**src/rtl/flush_sequencer.sv**
```systemverilog
// Flush sequencer: fans a flush-request vector out to per-unit req/ack channels,
// holding ack channels until acknowledged or timed out, pulsing the rest.
module flush_sequencer #(
    parameter int                     NumChannels   = 11,
    parameter logic [NumChannels-1:0] AckMask       = 11'h010,
    parameter int                     TimeoutCycles = 1024,
    parameter int                     CntWidth      =
        ($clog2(TimeoutCycles + 1) < 1) ? 1 : $clog2(TimeoutCycles + 1)
) (
    input  logic                   clk_i,
    input  logic                   rst_i,
    input  logic                   req_valid_i,
    input  logic [NumChannels-1:0] req_mask_i,
    output logic                   req_ready_o,
    output logic [NumChannels-1:0] flush_req_o,
    input  logic [NumChannels-1:0] flush_ack_i,
    output logic                   halt_o,
    output logic                   done_o,
    output logic                   timeout_o,
    output logic [NumChannels-1:0] timeout_mask_o
);

    typedef enum logic [1:0] {
        IDLE = 2'd0,
        WAIT = 2'd1,
        DONE = 2'd2
    } state_e;

    localparam bit TimeoutEn = (TimeoutCycles != 0);
    localparam logic [CntWidth-1:0] CntLast =
        CntWidth'((TimeoutCycles > 0) ? (TimeoutCycles - 1) : 0);
    localparam logic [CntWidth-1:0] CntMax = '1;

    state_e                 state_q;
    logic [NumChannels-1:0] pending_q;
    logic [NumChannels-1:0] pulse_q;
    logic [CntWidth-1:0]    cnt_q;
    logic [NumChannels-1:0] timeout_mask_q;
    logic                   timeout_q;

    logic                   accept;
    logic [NumChannels-1:0] ack_req;
    logic [NumChannels-1:0] pending_d;

    assign req_ready_o = (state_q == IDLE) && !rst_i;
    assign accept      = req_valid_i && req_ready_o;
    assign ack_req     = req_mask_i & AckMask;

    // Acks on channels that are not pending simply fall out of the AND.
    assign pending_d   = pending_q & ~flush_ack_i;

    assign flush_req_o    = pulse_q | pending_q;
    assign halt_o         = (state_q != IDLE);
    assign done_o         = (state_q == DONE);
    assign timeout_o      = timeout_q;
    assign timeout_mask_o = timeout_mask_q;

    always_ff @(posedge clk_i or posedge rst_i) begin
        if (rst_i) begin
            state_q        <= IDLE;
            pending_q      <= '0;
            pulse_q        <= '0;
            cnt_q          <= '0;
            timeout_mask_q <= '0;
            timeout_q      <= 1'b0;
        end else begin
            pulse_q <= '0;
            unique case (state_q)
                IDLE: begin
                    if (accept) begin
                        pending_q      <= ack_req;
                        pulse_q        <= req_mask_i & ~AckMask;
                        cnt_q          <= '0;
                        timeout_mask_q <= '0;
                        timeout_q      <= 1'b0;
                        state_q        <= (|ack_req) ? WAIT : DONE;
                    end
                end
                WAIT: begin
                    pending_q <= pending_d;
                    if (pending_d == '0) begin
                        timeout_q <= 1'b0;
                        state_q   <= DONE;
                    end else if (TimeoutEn && (cnt_q == CntLast)) begin
                        // An ack landing on this last cycle is already folded into pending_d.
                        timeout_mask_q <= pending_d;
                        pending_q      <= '0;
                        timeout_q      <= 1'b1;
                        state_q        <= DONE;
                    end else if (cnt_q != CntMax) begin
                        cnt_q <= cnt_q + 1'b1;
                    end
                end
                DONE: begin
                    timeout_q <= 1'b0;
                    state_q   <= IDLE;
                end
                default: begin
                    state_q <= IDLE;
                end
            endcase
        end
    end

endmodule

```
**config.mk**
```make
export PLATFORM = sky130hd
export DESIGN_NAME = flush_sequencer
export DESIGN_NICKNAME = d
export VERILOG_FILES = /design/src/rtl/flush_sequencer.sv
export SDC_FILE = /design/constraint.sdc
export NUM_CORES = 1
export LEC_CHECK = 0
export ABC_AREA = 1
export CAP_MARGIN = 25
export CORE_MARGIN = 2
export CORE_UTILIZATION = 35
export DETAILED_ROUTE_END_ITERATION = 7
export GPL_TIMING_DRIVEN = 0
export PLACE_DENSITY = 0.63
export RECOVER_POWER = 100
export REMOVE_ABC_BUFFERS = 1
export SETUP_SLACK_MARGIN = 0.3
export SYNTH_ARGS = -nofsm -noshare
export SYNTH_HDL_FRONTEND = slang
export SYNTH_SLANG_ARGS = --single-unit
```
**constraint.sdc**
```tcl
create_clock -name clk_i -period 1.65 [get_ports clk_i]
set_input_delay 0.2475 -clock clk_i [delete_from_list [all_inputs] [get_ports clk_i]]
set_output_delay 0.2475 -clock clk_i [all_outputs]
set_load 0.1 [all_outputs]
```
==> impl_metrics.tcl <==
set metrics [dict create \
    tightest_slew_ns 0.7178 \
    avgSynthCellArea_sq_um 8.849 \
    clock_skew_ns 0.004911 \
    drt_wl_total_microns 5952 \
    pin_count 51 \
    cts-root-buf "clkbuf_8" \
    fin_util 0.5287 \
    path_cells "buf_4 > nor2_1 > buf_4" \
    synth_common_cells "nand2_1, dfrtp_1, inv_1, nor2_1, o21ai_2" \
    max-cap-violations 0 \
    status "finished, final reports clean" \
    postSynthCellCount 261 \
    vias 1970 \
    die_area_sq_um 7265 \
    drv_slew 0 \
    drtIter0Drc 77 \
    max_freq_mhz 644.2 \
    diodes 0 \
    die-height_microns 85.24 \
    grt_pass1_vias 1991 \
    cp.required_ns 1.40 \
    cts.sinks 46 \
    grt_pass1_wl_microns 9549 \
    reg2regPathDepth 8 \
    start_util 0.3637 \
    r2r_end "state_q[0]" \
    synth_edf_count 0 \
    firstDrtPassIters 4 \
    syn_area_sq_um 2310 \
    io_buffers 50 \
    critPathKind "reg2out" \
    area_growth_pct 45.34 \
    cp-end-kind "primary output" \
    period_share 0.9407 \
    whs_ns 0.4527 \
    path_common_cell "buf_4" \
    core.rowCount 29 \
    die_w_microns 85.24 \
    ys_types 32 \
    cts_buffers 5 \
    path_buf_inv 2 \
    r2r_start "cnt_q[1]" \
    fin_crit_ns 1.552 \
    maxSlewHeadroom 0.5209 \
    synth.largest_area_cell "dfrtp_1" \
    clk_path_buf_depth 2 \
    crit_end "done_o" \
    peakVddDrop_v 0.001261 \
    power_leakage_nw 1.669 \
    synth_top_area_share 0.4984 \
    hp-class "in2reg" \
    async_reset_ff_frac 1.000 \
    worstPathMaxFanout 3 \
    drc 0 \
    vias_per_cell 4.679 \
    ys_ff_latch 46 \
    wl_per_cell_microns 14.14 \
    cp.depth 3 \
    nNetsFinal 369 \
    setup_viol 0 \
    dp_hpwl_microns 3563 \
    slowest_stage "dfrtp_2" \
    yosysMostFrequentCell "nand2_1" \
    clkLatencyLatePin_ns 0.30 \
    synth.area.top_cells "dfrtp_1, nand2_1, inv_1, o21ai_2, nor2_1" \
    grt_overflow 0 \
    grt.total_usage 0.1673 \
    ys_warn_count 0 \
    antenna_found_initial 0 \
    yosys_most_used_dff "dfrtp_1" \
    yosysSeqAreaShare 0.4984 \
    finalHoldViolations 0 \
    ant_nets 0 \
    critPathLaunchType "flop" \
    p_per_area_nw_per_um2 1010 \
    slowest_delay_ns 0.44 \
    place.gp.congestion 0.8018 \
    core-area_sq_um 6350 \
    drive_gt1_frac 0.3983 \
    htreeDepth 2 \
    r2r_setup_slack_ns 0.11 \
    cts_hold_buf 0 \
    critical_path.startpoint "state_q[0]" \
    cts_tree "built" \
    rsz0062_at_grt "true" \
    grt_max_degree 31 \
    arrival_ns 1.30 \
    clkSlewWorstSetupHoldPaths_ns 0.08 \
    critPathTopFamily "flip-flops" \
]
report_power, final:
group / switching (mW) / internal (mW)
sequential: 0.0469 / 1.18
combinational: 1.02 / 0.435
clock: 0.373 / 0.338
registers in the layout (all words and copies together), names as in the netlist:
register / cells
timeout_mask_o: 11
state_q: 2
pulse_q: 10
cnt_q: 11
pending_q: 11
timeout_o: 1
tightest hold or removal path, stage by stage:
cell	delay, ns
clkdlybuf4s50_1	0.39
inv_1	0.05
nor2_1	0.04
stage by stage:
stage	setup TNS (ns)	setup slack, ns	cells	power [mW]	cell area [sq um]
global route	0	0.001675	421	3.536	3357
CTS	0	0.1250	412	3.456	3431
floorplan	-22.04	-0.6672	254	2.080	2248
finish	0	0.09777	421	3.392	3357
detailed placement	-16.22	-0.5934	382	2.384	2865
global placement	-50.23	-0.7641	381	2.369	2845
cells in the final DEF, fill, tap and decap left out, types with 4 or more instances in the layout:
cell,synthesis,layout
nand3_1,10,7
nand2_8,0,4
inv_2,5,4
clkbuf_8,0,6
clkbuf_2,0,14
inv_1,33,31
buf_6,2,9
nand2_1,56,47
nand2_4,1,8
clkbuf_4,0,12
dfrtp_1,46,45
nand2_2,13,12
clkdlybuf4s50_1,0,23
nor2_1,26,22
buf_4,2,19
nor2_4,2,6
o21ai_2,14,14
or2_4,0,10
o21ai_1,8,10
metal layers:
layer,vias up,GRT usage,share of wire
li1,984,-,-
met1,941,0.2253,0.45
met2,40,0.2720,0.50
met3,5,0.02724,0.039
met4,0,0.06205,0.010
met5,-,0,0
how the worst min path moves through the flow:
stage,startpoint,to,slack [ns],depth (start not counted)
5_1_grt,req_mask_i[3],pulse_q[3],0.46,3
6_report,req_mask_i[10],pulse_q[10],0.45,3
3_5_place_dp,timeout_o,timeout_o,0.47,2
4_1_cts,rst_i,pending_q[8],0.34,2
2_1_floorplan,req_mask_i[0],pulse_q[0],0.35,2
3_3_place_gp,cnt_q[10],cnt_q[10],0.45,2
layout make-up:
cell class | instances | area (sq um)
inverter | 38 | 163.9
clock buffer | 7 | 86.33
timing repair buffer | 80 | 668.1
sequential | 46 | 1152
fill | 597 | 2993
tap | 77 | 96.34
clock inverter | 1 | 5.005
multi-input combinational | 172 | 1185
cell families after synthesis:
logic type      Yosys count  share of synthesized area
simple gates            130                     0.2849
flops                    46                     0.4984
buf+inv                  45                    0.08829
compound gates           34                     0.1040
xor+xnor                  5                    0.01896
fa+ha+maj                 1                   0.005416
timing repair:
action	CTS	global route
pin swaps	16	16
endpoints found under the hold margin	0	0
gates resized for setup	247	27
cloned	2	0
endpoints found under the setup margin	61	61
buffers inserted	20	9
Note: power is estimated with default switching activity, not from simulation.
